==> config.mk <==
export PLATFORM = sky130hd
export DESIGN_NAME = uart_cmd_responder_flat
export DESIGN_NICKNAME = d
export VERILOG_FILES = /design/src/rtl/uart_cmd_responder_if.sv /design/src/rtl/uart_cmd_responder.sv /design/src/flat_wrapper.sv
export SDC_FILE = /design/constraint.sdc
export NUM_CORES = 1
export LEC_CHECK = 0
export ABC_AREA = 0
export BUFFER_PORTS_ARGS = -buffer_cell sky130_fd_sc_hd__buf_2
export CORE_MARGIN = 8
export CORE_UTILIZATION = 32
export DETAILED_ROUTE_END_ITERATION = 6
export PLACE_DENSITY = 0.59
export SLEW_MARGIN = 20
export SYNTH_ARGS = -nofsm -noshare
export SYNTH_HDL_FRONTEND = slang
export SYNTH_SLANG_ARGS = --single-unit
==> constraint.sdc <==
create_clock -name clk_i -period 6.3 [get_ports clk_i]
set_input_delay 0.315 -clock clk_i [delete_from_list [all_inputs] [get_ports clk_i]]
set_output_delay 0.315 -clock clk_i [all_outputs]
set_load 0.005 [all_outputs]
==> src/rtl/uart_cmd_responder_if.sv <==
// Parallel-side byte bus between the UART top and the command responder.
// master = responder (drives transmit side), slave = UART top.
interface uart_cmd_responder_if;
    logic [7:0] rx_data;
    logic       rx_done;
    logic [7:0] tx_data;
    logic       tx_en;
    logic       tx_done;

    modport master (
        input  rx_data,
        input  rx_done,
        input  tx_done,
        output tx_data,
        output tx_en
    );

    modport slave (
        output rx_data,
        output rx_done,
        output tx_done,
        input  tx_data,
        input  tx_en
    );
endinterface

==> src/rtl/uart_cmd_responder.sv <==
// Parses 4-byte request frames (HDR, CMD, ARG, CHK) from the UART receive side,
// executes register commands and returns a 3-byte response frame.
module uart_cmd_responder #(
    parameter logic [7:0]  RX_HDR      = 8'hA5,
    parameter logic [7:0]  TX_HDR      = 8'h5A,
    parameter logic [23:0] TIMEOUT_CYC = 24'd5_000_000
) (
    input  logic                        clk_i,
    input  logic                        rst_n_i,
    uart_cmd_responder_if.master        uart,
    input  logic [7:0]                  reg_in_i,
    output logic [7:0]                  reg_out_o,
    output logic                        cmd_valid_o,
    output logic                        frame_err_o,
    output logic                        busy_o
);

    typedef enum logic [2:0] {
        ST_RX_HDR  = 3'd0,
        ST_RX_CMD  = 3'd1,
        ST_RX_ARG  = 3'd2,
        ST_RX_CHK  = 3'd3,
        ST_EXEC    = 3'd4,
        ST_TX_LOAD = 3'd5,
        ST_TX_WAIT = 3'd6
    } state_t;

    state_t      state_q, state_d;
    logic        rx_done_prev_q, tx_done_prev_q;
    logic [23:0] cnt_q, cnt_d;
    logic [7:0]  cmd_q, cmd_d, arg_q, arg_d, chk_q, chk_d;
    logic [7:0]  resp1_q, resp1_d, resp2_q, resp2_d;
    logic [1:0]  idx_q, idx_d;
    logic [7:0]  tx_data_q, tx_data_d;
    logic        tx_en_q, tx_en_d;
    logic [7:0]  reg_out_q, reg_out_d;
    logic        cmd_valid_q, cmd_valid_d;
    logic        frame_err_q, frame_err_d;
    logic        busy_q, busy_d;
    logic        rx_evt_s, tx_evt_s, timeout_s;

    function automatic logic frame_ok(input logic [7:0] cmd, input logic [7:0] arg,
                                      input logic [7:0] chk);
        return (chk == (cmd ^ arg)) &&
               ((cmd == 8'h01) || (cmd == 8'h02) || (cmd == 8'h03));
    endfunction

    // A level held high on either done flag yields exactly one event.
    assign rx_evt_s  = uart.rx_done & ~rx_done_prev_q;
    assign tx_evt_s  = uart.tx_done & ~tx_done_prev_q;
    assign timeout_s = (cnt_q == (TIMEOUT_CYC - 24'd1));

    // State register, edge-detect history and all registered outputs.
    always_ff @(posedge clk_i or negedge rst_n_i) begin
        if (!rst_n_i) begin
            state_q        <= ST_RX_HDR;
            rx_done_prev_q <= 1'b0;
            tx_done_prev_q <= 1'b0;
            cnt_q          <= 24'd0;
            cmd_q          <= 8'h00;
            arg_q          <= 8'h00;
            chk_q          <= 8'h00;
            resp1_q        <= 8'h00;
            resp2_q        <= 8'h00;
            idx_q          <= 2'd0;
            tx_data_q      <= 8'h00;
            tx_en_q        <= 1'b0;
            reg_out_q      <= 8'h00;
            cmd_valid_q    <= 1'b0;
            frame_err_q    <= 1'b0;
            busy_q         <= 1'b0;
        end else begin
            state_q        <= state_d;
            rx_done_prev_q <= uart.rx_done;
            tx_done_prev_q <= uart.tx_done;
            cnt_q          <= cnt_d;
            cmd_q          <= cmd_d;
            arg_q          <= arg_d;
            chk_q          <= chk_d;
            resp1_q        <= resp1_d;
            resp2_q        <= resp2_d;
            idx_q          <= idx_d;
            tx_data_q      <= tx_data_d;
            tx_en_q        <= tx_en_d;
            reg_out_q      <= reg_out_d;
            cmd_valid_q    <= cmd_valid_d;
            frame_err_q    <= frame_err_d;
            busy_q         <= busy_d;
        end
    end

    // Next-state, frame parsing, command execution and transmit sequencing.
    always_comb begin
        state_d     = state_q;
        cnt_d       = 24'd0;
        cmd_d       = cmd_q;
        arg_d       = arg_q;
        chk_d       = chk_q;
        resp1_d     = resp1_q;
        resp2_d     = resp2_q;
        idx_d       = idx_q;
        tx_data_d   = tx_data_q;
        reg_out_d   = reg_out_q;
        cmd_valid_d = 1'b0;
        frame_err_d = 1'b0;

        case (state_q)
            ST_RX_HDR: begin
                if (rx_evt_s && (uart.rx_data == RX_HDR)) begin
                    state_d = ST_RX_CMD;
                end else begin
                    state_d = ST_RX_HDR;
                end
            end
            // Timeout has priority: a byte landing on the expiry cycle is dropped.
            ST_RX_CMD: begin
                if (timeout_s) begin
                    frame_err_d = 1'b1;
                    state_d     = ST_RX_HDR;
                end else if (rx_evt_s) begin
                    cmd_d   = uart.rx_data;
                    state_d = ST_RX_ARG;
                end else begin
                    cnt_d = cnt_q + 24'd1;
                end
            end
            ST_RX_ARG: begin
                if (timeout_s) begin
                    frame_err_d = 1'b1;
                    state_d     = ST_RX_HDR;
                end else if (rx_evt_s) begin
                    arg_d   = uart.rx_data;
                    state_d = ST_RX_CHK;
                end else begin
                    cnt_d = cnt_q + 24'd1;
                end
            end
            ST_RX_CHK: begin
                if (timeout_s) begin
                    frame_err_d = 1'b1;
                    state_d     = ST_RX_HDR;
                end else if (rx_evt_s) begin
                    chk_d   = uart.rx_data;
                    state_d = ST_EXEC;
                end else begin
                    cnt_d = cnt_q + 24'd1;
                end
            end
            ST_EXEC: begin
                idx_d   = 2'd0;
                state_d = ST_TX_LOAD;
                if (!frame_ok(cmd_q, arg_q, chk_q)) begin
                    frame_err_d = 1'b1;
                    resp1_d     = 8'hEE;
                    resp2_d     = cmd_q;
                end else begin
                    cmd_valid_d = 1'b1;
                    resp1_d     = cmd_q;
                    case (cmd_q)
                        8'h01: begin
                            reg_out_d = arg_q;
                            resp2_d   = arg_q;
                        end
                        8'h02:   resp2_d = reg_in_i;
                        default: resp2_d = arg_q;
                    endcase
                end
            end
            ST_TX_LOAD: begin
                state_d = ST_TX_WAIT;
            end
            ST_TX_WAIT: begin
                if (tx_evt_s) begin
                    if (idx_q == 2'd2) begin
                        state_d = ST_RX_HDR;
                    end else begin
                        idx_d   = idx_q + 2'd1;
                        state_d = ST_TX_LOAD;
                    end
                end else begin
                    state_d = ST_TX_WAIT;
                end
            end
            default: begin
                state_d = ST_RX_HDR;
            end
        endcase

        // Outputs are registered from the next state so they align with it.
        tx_en_d = (state_d == ST_TX_LOAD);
        busy_d  = (state_d == ST_EXEC) || (state_d == ST_TX_LOAD) || (state_d == ST_TX_WAIT);
        if (state_d == ST_TX_LOAD) begin
            case (idx_d)
                2'd0:    tx_data_d = TX_HDR;
                2'd1:    tx_data_d = resp1_d;
                default: tx_data_d = resp2_d;
            endcase
        end else begin
            tx_data_d = tx_data_q;
        end
    end

    assign uart.tx_data = tx_data_q;
    assign uart.tx_en   = tx_en_q;
    assign reg_out_o    = reg_out_q;
    assign cmd_valid_o  = cmd_valid_q;
    assign frame_err_o  = frame_err_q;
    assign busy_o       = busy_q;

endmodule

==> src/flat_wrapper.sv <==
// flat-port wrapper written by rule: the top's interface ports become plain ports
module uart_cmd_responder_flat 
#(
    parameter logic [7:0]  RX_HDR      = 8'hA5,
    parameter logic [7:0]  TX_HDR      = 8'h5A,
    parameter logic [23:0] TIMEOUT_CYC = 24'd5_000_000
)
  (clk_i, rst_n_i, reg_in_i, reg_out_o, cmd_valid_o, frame_err_o, busy_o, uart_rx_data, uart_rx_done, uart_tx_done, uart_tx_data, uart_tx_en);
  uart_cmd_responder_if uart_i ();
  input  logic clk_i;
  input  logic rst_n_i;
  input  logic [7:0] reg_in_i;
  output logic [7:0] reg_out_o;
  output logic cmd_valid_o;
  output logic frame_err_o;
  output logic busy_o;
  input wire logic [$bits(uart_i.rx_data)-1:0] uart_rx_data;
  input wire logic [$bits(uart_i.rx_done)-1:0] uart_rx_done;
  input wire logic [$bits(uart_i.tx_done)-1:0] uart_tx_done;
  output wire logic [$bits(uart_i.tx_data)-1:0] uart_tx_data;
  output wire logic [$bits(uart_i.tx_en)-1:0] uart_tx_en;
  assign uart_i.rx_data = uart_rx_data;
  assign uart_i.rx_done = uart_rx_done;
  assign uart_i.tx_done = uart_tx_done;
  assign uart_tx_data = uart_i.tx_data;
  assign uart_tx_en = uart_i.tx_en;
  uart_cmd_responder #(.RX_HDR(RX_HDR), .TX_HDR(TX_HDR), .TIMEOUT_CYC(TIMEOUT_CYC)) u_core (.clk_i(clk_i), .rst_n_i(rst_n_i), .uart(uart_i), .reg_in_i(reg_in_i), .reg_out_o(reg_out_o), .cmd_valid_o(cmd_valid_o), .frame_err_o(frame_err_o), .busy_o(busy_o));
endmodule
# Word-level counts from Yosys, hierarchy flattened
# Index checks and enable logic that the tools add are counted.
# W data, S select, Z words.
# word_totals
word_cells,81
inputBits,20
register_bits,91
# classes
n_eq_ne,17
n_mux,27
n_bitwise,6
n_reduce_logical,13
addsub,2
# op_table
operator,n
$mux W24,3
$mux W8,5
$add A24 B1 Y24 const B,1
$eq A24 B23 Y1 const B,1
$mux W3,8
$pmux W3 S7,1
$eq A3 B3 Y1 const B,6
$eq A8 B2 Y1 const B,2
$pmux W8 S2,1
$reduce_and A3 Y1,4
$eq A8 B1 Y1 const B,1
$eq A8 B8 Y1,1
$eq A8 B8 Y1 const B,1
$xor A8 B8 Y8,1
$eq A3 B2 Y1 const B,2
$mux W1,5
$logic_or A1 B1 Y1,4
$mux W2,2
$pmux W2 S2,1
$eq A3 B1 Y1 const B,1
$logic_not A3 Y1,1
$not A1 Y1,3
$reduce_or A3 Y1,1
$add A2 B1 Y2 const B,1
6 further kinds,8

# Logic depth before layout (Yosys ltp)
# Gate-level depths: netlist (run 1).
# depth
depth_word,8
ltp_mapped,9
depth_no_buf,8

# Least setup slack after synthesis (run 1)
# No wires, ideal clock.
# synth_timing
kind,flip-flop to flip-flop
startpoint,register u_core.cmd_q[2]
endpoint,"register u_core.reg_out_q[0], in the netlist u_core.reg_out_o[0]"
path_stages_with_launch,6
path_buffers,0
t_arrival_ps,2126
required_time_ps,6175
setup_slack_ps,4050
cell_sequence,dfrtp_1 -> nor4_4 -> o2111ai_2 -> or4_4 -> nor3_4 -> mux2_2
# synth_via
elab_chain_cells,5
elab_cells_between_ends,9
classes_between,eq/ne: 4; bitwise: 1; reduce/logical: 4
# synth_lines
element,line_no,text
from (decl),uart_cmd_responder.sv:31,"logic [7:0] cmd_q, cmd_d, arg_q, arg_d, chk_q, chk_d;"
from (signal assigned),uart_cmd_responder.sv:77,cmd_q <= cmd_d;
$eq A8 B1 Y1 or $eq A8 B2 Y1 (tied branches),"uart_cmd_responder.sv:45, uart_cmd_responder.sv:159",
$logic_or A1 B1 Y1 (2 in a row),uart_cmd_responder.sv:45,((cmd == 8'h01) || (cmd == 8'h02) || (cmd == 8'h03));
$logic_and A1 B1 Y1,uart_cmd_responder.sv:44,return (chk == (cmd ^ arg)) &&
$reduce_and A3 Y1 (no line) *,-,
to (signal assigned),uart_cmd_responder.sv:85,reg_out_q <= reg_out_d;
to (decl),uart_cmd_responder.sv:36,"logic [7:0] reg_out_q, reg_out_d;"
# Every way passes the cells marked *; elsewhere a longest branch is shown, timed or not.
# A chain may end at the register's enable or synchronous reset.

# Worst setup path after layout (run 1)
# Same ends and word-level chain as after synthesis.

==> flow_metrics.tcl, run 1 <==
set metrics [dict create \
    critPathKind "reg2reg" \
    dieArea_um2 17300 \
    crit_fanout 9 \
    holdCritStartpoint "uart_rx_done" \
    tns_ns 0 \
    r2r-start "u_core.cmd_q[2]$_DFFE_PN0P_" \
    grt_pass1_wl_um 14900 \
    final_core_util_pct 38.0 \
    cts_setup_buffers 0 \
    crit_path_cell_trace "nor4_4 -> o2111ai_2 -> or4_4 -> nor3_4 -> mux2_2" \
    peakVddDrop_uv 148 \
    setup-violations-final 0 \
    drt_iter0_drc 160 \
    yosysMostFrequentCell "dfrtp_1" \
    cts_hold_buf 1 \
    period_minus_slack_ns 2.58 \
    synth_top_area_share_pct 53.3 \
    yosys-top-cells-area "dfrtp_1, mux2_2, nor2_1, xnor3_1, xnor2_1" \
    post_cts_resized 0 \
    clk_pin_slew_ns 0.07 \
    powerDensity_nw_per_um2 425 \
    num-fill-cells 1289 \
    slew_headroom_pct 36.5 \
    grt_pass1_vias 2974 \
    die_y_um 132 \
    register_area_um2 2280 \
    synth_nets 398 \
    cp.required_ns 6.52 \
    grt-ovfl-total 0 \
    rsz0062_at_grt "no" \
    final_area_um2 4990 \
    fin_crit_sh_pct 40.9 \
    synth_flop_cell "dfrtp_1" \
    min_path_type "in2reg" \
    rr_worst_depth 5 \
    vias_per_cell 4.78 \
    wl_um 8780 \
    ys_seq_area_share_pct 53.3 \
    p_leak_nw 2.30 \
    crit_slowest_cell "or4_4" \
    ios 40 \
    status "complete, no violations" \
    layout.nets 439 \
    synthToLayoutAreaGrowth_pct 16.8 \
    yosys-top-cells-count "dfrtp_1, nor2_1, mux2_2" \
    rows 42 \
    drive_gt1_share_pct 25.2 \
    synth_edf_count 0 \
    crit_end "u_core.reg_out_o[0]$_DFFE_PN0P_" \
    root_buffer "clkbuf_16" \
    numPortBuffers 39 \
    endpoint_kind "flop" \
    drtPass1Iterations 4 \
    finalHoldViolCount 0 \
    cts_buffers 9 \
    yosys.area.top_type "dfrtp_1" \
    synthCells 375 \
    clk_latency_ns 0.34 \
    dpl_cell_area_um2 4660 \
    r2r_slack_ns 3.72 \
    post-dp-hpwl_um 6310 \
    clock.fmax_mhz 388 \
    gp_congestion 0.772 \
    start_kind "flop" \
    routedWlPerCell_um 14.7 \
    r2r-end "u_core.reg_out_o[0]$_DFFE_PN0P_" \
    maxCapViolCount 0 \
    tritoncts "yes" \
    worstPathArrival_ns 2.80 \
    synth.distinct_cells 45 \
    start_util_pct 32.5 \
    ys_seq_elements 91 \
    die_w_um 132 \
    antenna_found_initial 1 \
    synthesis.area_um2 4270 \
    coreArea_um2 13100 \
    grt_max_degree 85 \
    slowest_delay_ns 0.59 \
    clk_path_buf_depth 2 \
    multi_input_area_um2 1900 \
    yosysWarnings 0 \
    async_flop_share_pct 100 \
    startpoint "u_core.cmd_q[2]$_DFFE_PN0P_" \
    htree_levels 3 \
    vias 2856 \
    drc 0 \
    tightestPinTransition_ns 0.952 \
    numClockSinks 91 \
    slew_violations 0 \
    ant_nets 0 \
    grt_use_total_pct 10.6 \
    fin_worst_skew_ns 0.0101 \
    diodes 0 \
    synth.avg_cell_area_um2 11.4 \
]
## state kept, by name, summed over array words and instances, names as in the netlist
signal	cells
u_core.cnt_q	24
u_core.arg_q	8
u_core.chk_q	8
u_core.cmd_q	8
u_core.reg_out_o	8
u_core.resp1_q	8
u_core.resp2_q	8
u_core.uart.tx_data	8
u_core.state_q	3
u_core.idx_q	2
u_core.busy_o	1
u_core.cmd_valid_o	1
u_core.frame_err_o	1
u_core.rx_done_prev_q	1
u_core.tx_done_prev_q	1
u_core.uart.tx_en	1
## where the power goes
part           switching, mW  total, mW  internal (mW)
Clock                  0.226      0.578          0.351
Combinational          0.290      0.634          0.344
Sequential             0.158      0.912          0.754
## kinds of logic (layout without fill, tap and decap cells)
kind of cell             Yosys count  after routing  share of synthesized area (%)
AO/OA/AOI/OAI                     51             51                           7.29
multiplexers                      41             41                           10.7
flip-flops                        91             91                           53.3
AND/OR/NAND/NOR                  133            133                           16.7
XOR/XNOR                          30             30                           8.73
adder cells (fa/ha/maj)            3              3                          0.879
buffers and inverters             26             72                           2.37
## layout by cell type, fill, tap and decap left out, types with 4 or more instances in the layout
cell type	instances
a21oi_1	18
a31oi_1	4
and2_1	5
buf_2	38
clkbuf_16	9
dfrtp_1	91
inv_1	13
mux2_2	39
nand2_1	26
nand2b_1	4
nand3_1	7
nand4_1	8
nor2_1	48
nor3_1	5
o21ai_0	12
or2_2	5
xnor2_1	12
xnor3_1	8
xor2_1	10
## worst max-delay path: cells and delay by family (launching register included)
family	cells	cell delay, ns
simple gates	3	1.39
flops	1	0.44
mux	1	0.40
compound gates	1	0.22
## worst min-delay path by stage
| stage | end | slack [ns] | cells after the start |
|---|---|---|---|
| CTS | u_core.tx_done_prev_q$_DFF_PN0_ | 0.13 | 1 |
| detailed placement | u_core.cnt_q[1]$_DFF_PN0_ | 0.14 | 1 |
| floorplan | u_core.arg_q[0]$_DFFE_PN0P_ | 0.02 | 0 |
| global placement | u_core.busy_o$_DFF_PN0_ | 0.13 | 1 |
| finish | u_core.rx_done_prev_q$_DFF_PN0_ | 0.13 | 1 |
| global route | u_core.rx_done_prev_q$_DFF_PN0_ | 0.14 | 1 |
## per-layer routing
layer / track usage (%) / share of wire [%] / wire length (um) / vias to the layer above
met5: 0 / 0.14 / 12 / -
met4: 4.85 / 2.1 / 188 / 2
met3: 2.78 / 2.7 / 240 / 13
met2: 16.0 / 45 / 3960 / 33
met1: 13.9 / 50 / 4390 / 1412
li1: - / - / - / 1396
## metrics by stage
step	hold WS, ns	setup WS, ns	cells	total power, mW
after floorplan	0.0194	4.05	375	1.39
after global placement	0.135	3.75	580	1.54
after detailed placement	0.137	3.73	580	1.56
after CTS	0.127	3.71	597	2.15
after global routing	0.135	3.56	597	2.26
final	0.130	3.72	597	2.12
## final cells by class
cell class / instances / area share [%]
repair buffers: 42 / 4.54
clock inverters: 5 / 1.70
clock buffers: 11 / 4.66
well taps: 176 / 4.41
flip-flops and latches: 91 / 45.6
inverters: 14 / 1.05
multi-input cells: 258 / 38.0
No activity file was read; power rests on OpenSTA's default activity.
==> inputs of run 2 (changes only) <==
--- a/config.mk
+++ b/config.mk
@@ -10,7 +10,7 @@
 export CORE_MARGIN = 8
 export CORE_UTILIZATION = 32
 export DETAILED_ROUTE_END_ITERATION = 6
-export PLACE_DENSITY = 0.59
+export PLACE_DENSITY = 0.61
 export SLEW_MARGIN = 20
 export SYNTH_ARGS = -nofsm -noshare
 export SYNTH_HDL_FRONTEND = slang
==> constraint.sdc (replaced) <==
create_clock -name clk_i -period 2.2 [get_ports clk_i]
set_input_delay 0.11 -clock clk_i [delete_from_list [all_inputs] [get_ports clk_i]]
set_output_delay 0.11 -clock clk_i [all_outputs]
set_load 0.005 [all_outputs]
==> run 2 against run 1 <==
The run now ends with setup timing left; critical path depth is 1 higher; register-to-register slack got worse by 3.8 ns; combinational power increased to 4.1 times the previous value; first-iteration DRC count shrank 34%; global-route usage grew 1.0 points; routed wire length up 13%.
==> flow_metrics.tcl, run 2 (same netlist as run 1, synthesis figures left out) <==
set metrics [dict create \
    hold_end "u_core.arg_q[7]$_DFFE_PN0P_" \
    clk_pin_slew_ns 0.07 \
    grt_pass1_vias 3371 \
    die_y_um 132 \
    ios 40 \
    final_common_cell "dfrtp_1" \
    post-place-cells 631 \
    hold_ws_ns 0.0565 \
    fin_crit_sh_pct 104 \
    gp_congestion 0.807 \
    clock.fmax_mhz 439 \
    coreArea_um2 13100 \
    setup-violations-final 9 \
    holdPathStages 2 \
    antenna_found_initial 0 \
    r2r-start "u_core.chk_q[1]$_DFFE_PN0P_" \
    die_w_um 132 \
    finalHoldViolCount 0 \
    r2r-end "u_core.reg_out_o[5]$_DFFE_PN0P_" \
    grt_pass1_wl_um 16500 \
    start_kind "flop" \
    tightestPinTransition_ns 0.530 \
    register_area_um2 2280 \
    rsz0062_at_grt "yes" \
    p_leak_nw 2.61 \
    num-fill-cells 1264 \
    largest_reg_flops 24 \
    start_util_pct 32.5 \
    powerDensity_nw_per_um2 1180 \
    critPathKind "reg2reg" \
    holdCritStartpoint "uart_rx_data[7]" \
    grt_use_total_pct 11.6 \
    r2r_slack_ns -0.08 \
    routedWlPerCell_um 15.1 \
    slew_violations 0 \
    wl_um 9950 \
    synthToLayoutAreaGrowth_pct 30.0 \
    drtPass1Iterations 4 \
    drt_iter0_drc 106 \
    dieArea_um2 17300 \
    clk_latency_ns 0.34 \
    peakVddDrop_uv 483 \
    multi_input_area_um2 1990 \
    tritoncts "yes" \
    vias_per_cell 4.76 \
    status "complete, but fails checks" \
    clk_path_buf_depth 2 \
    maxCapViolCount 0 \
    tns_ns -0.600 \
    worstPathArrival_ns 2.50 \
    regMostFlops "u_core.cnt_q" \
    rr_worst_depth 6 \
    layout.nets 501 \
    setup_ws_ns -0.0783 \
    diodes 0 \
    cts_buffers 9 \
    grt-ovfl-total 0 \
    numPortBuffers 39 \
    post-dp-hpwl_um 7400 \
    rows 42 \
    htree_levels 3 \
    cp.required_ns 2.43 \
    violations "setup timing" \
    endpoint_kind "flop" \
    final_cells 659 \
    mostFrequentLayoutCells "dfrtp_1, buf_4, nor2_1" \
    period_minus_slack_ns 2.28 \
    fin_worst_skew_ns 0.0122 \
    ant_nets 0 \
    grt_max_degree 42 \
    slew_headroom_pct 64.6 \
    min_path_type "in2reg" \
    vias 3135 \
    crit_fanout 6 \
    drive_gt1_share_pct 37.5 \
    drc 0 \
    root_buffer "clkbuf_16" \
    numClockSinks 91 \
]
run 2: cell types whose count changed in the layout (fill, tap and decap cells not counted), sizes merged:
cell and change:
buf +60, bufinv -2, clkinvlp +2, dlygate4sd3 +2, clkbuf -1, inv +1
run 2: report_power, final:
part / internal (mW) / switching, mW
Clock: 0.806 / 0.656
Sequential: 2.16 / 0.355
Combinational: 1.41 / 1.18
Total: 4.38 / 2.19
run 2: how the worst max path moves through the flow:
| stage | startpoint | endpoint | cells after the start |
|---|---|---|---|
| 2_1_floorplan | u_core.cmd_q[2]$_DFFE_PN0P_ | u_core.reg_out_o[0]$_DFFE_PN0P_ | 5 |
| 3_3_place_gp | u_core.cnt_q[7]$_DFF_PN0_ | u_core.arg_q[6]$_DFFE_PN0P_ | 7 |
| 3_5_place_dp | u_core.cmd_q[4]$_DFFE_PN0P_ | u_core.reg_out_o[5]$_DFFE_PN0P_ | 6 |
| 4_1_cts | u_core.cmd_q[2]$_DFFE_PN0P_ | u_core.reg_out_o[2]$_DFFE_PN0P_ | 6 |
| 5_1_grt | u_core.chk_q[1]$_DFFE_PN0P_ | u_core.reg_out_o[5]$_DFFE_PN0P_ | 6 |
| 6_report | u_core.chk_q[1]$_DFFE_PN0P_ | u_core.reg_out_o[5]$_DFFE_PN0P_ | 6 |
run 2: repair_timing:
action | 4_1_cts | 5_1_grt
buffers inserted | 1 | 8
gates resized for setup | 6 | 25
setup endpoints to repair | 22 | 43
hold endpoints to repair | 41 | 0
hold buffers | 3 | 0
pin swaps | 1 | 15
run 2: final cells by class:
type	instances	area share, %
clock inverters	6	0.834
well taps	176	3.97
flip-flops and latches	91	41.1
multi-input cells	258	35.8
repair buffers	104	13.1
inverters	14	0.946
clock buffers	10	4.30
run 2: metal layers:
| layer | vias to the layer above | global-route usage [%] | part of all wire, % |
|---|---|---|---|
| met4 | 0 | 4.47 | 1.4 |
| met5 | - | 0 | 0 |
| li1 | 1519 | - | - |
| met1 | 1572 | 14.4 | 47 |
| met3 | 7 | 2.40 | 2.5 |
| met2 | 37 | 19.5 | 49 |
run 2: per-stage QoR:
step	setup WS [ns]	area [um2]	total power, mW	utilization [%]
after global placement	-0.0207	5060	4.83	38.5
after floorplan	-0.0504	4270	3.97	-
after CTS	-0.0651	5400	6.44	41.1
final	-0.0783	5550	6.57	42.3
after global routing	-0.147	5550	6.96	42.3
after detailed placement	-0.0554	5060	4.94	38.5
run 2: worst max-delay path, cell delays in order (launching register included):
cell and delay, ns:
dfrtp_1 0.38, xnor3_1 0.40, nand3_2 0.08, or4_4 0.56, nor3_4 0.26, buf_6 0.17, mux2_4 0.30
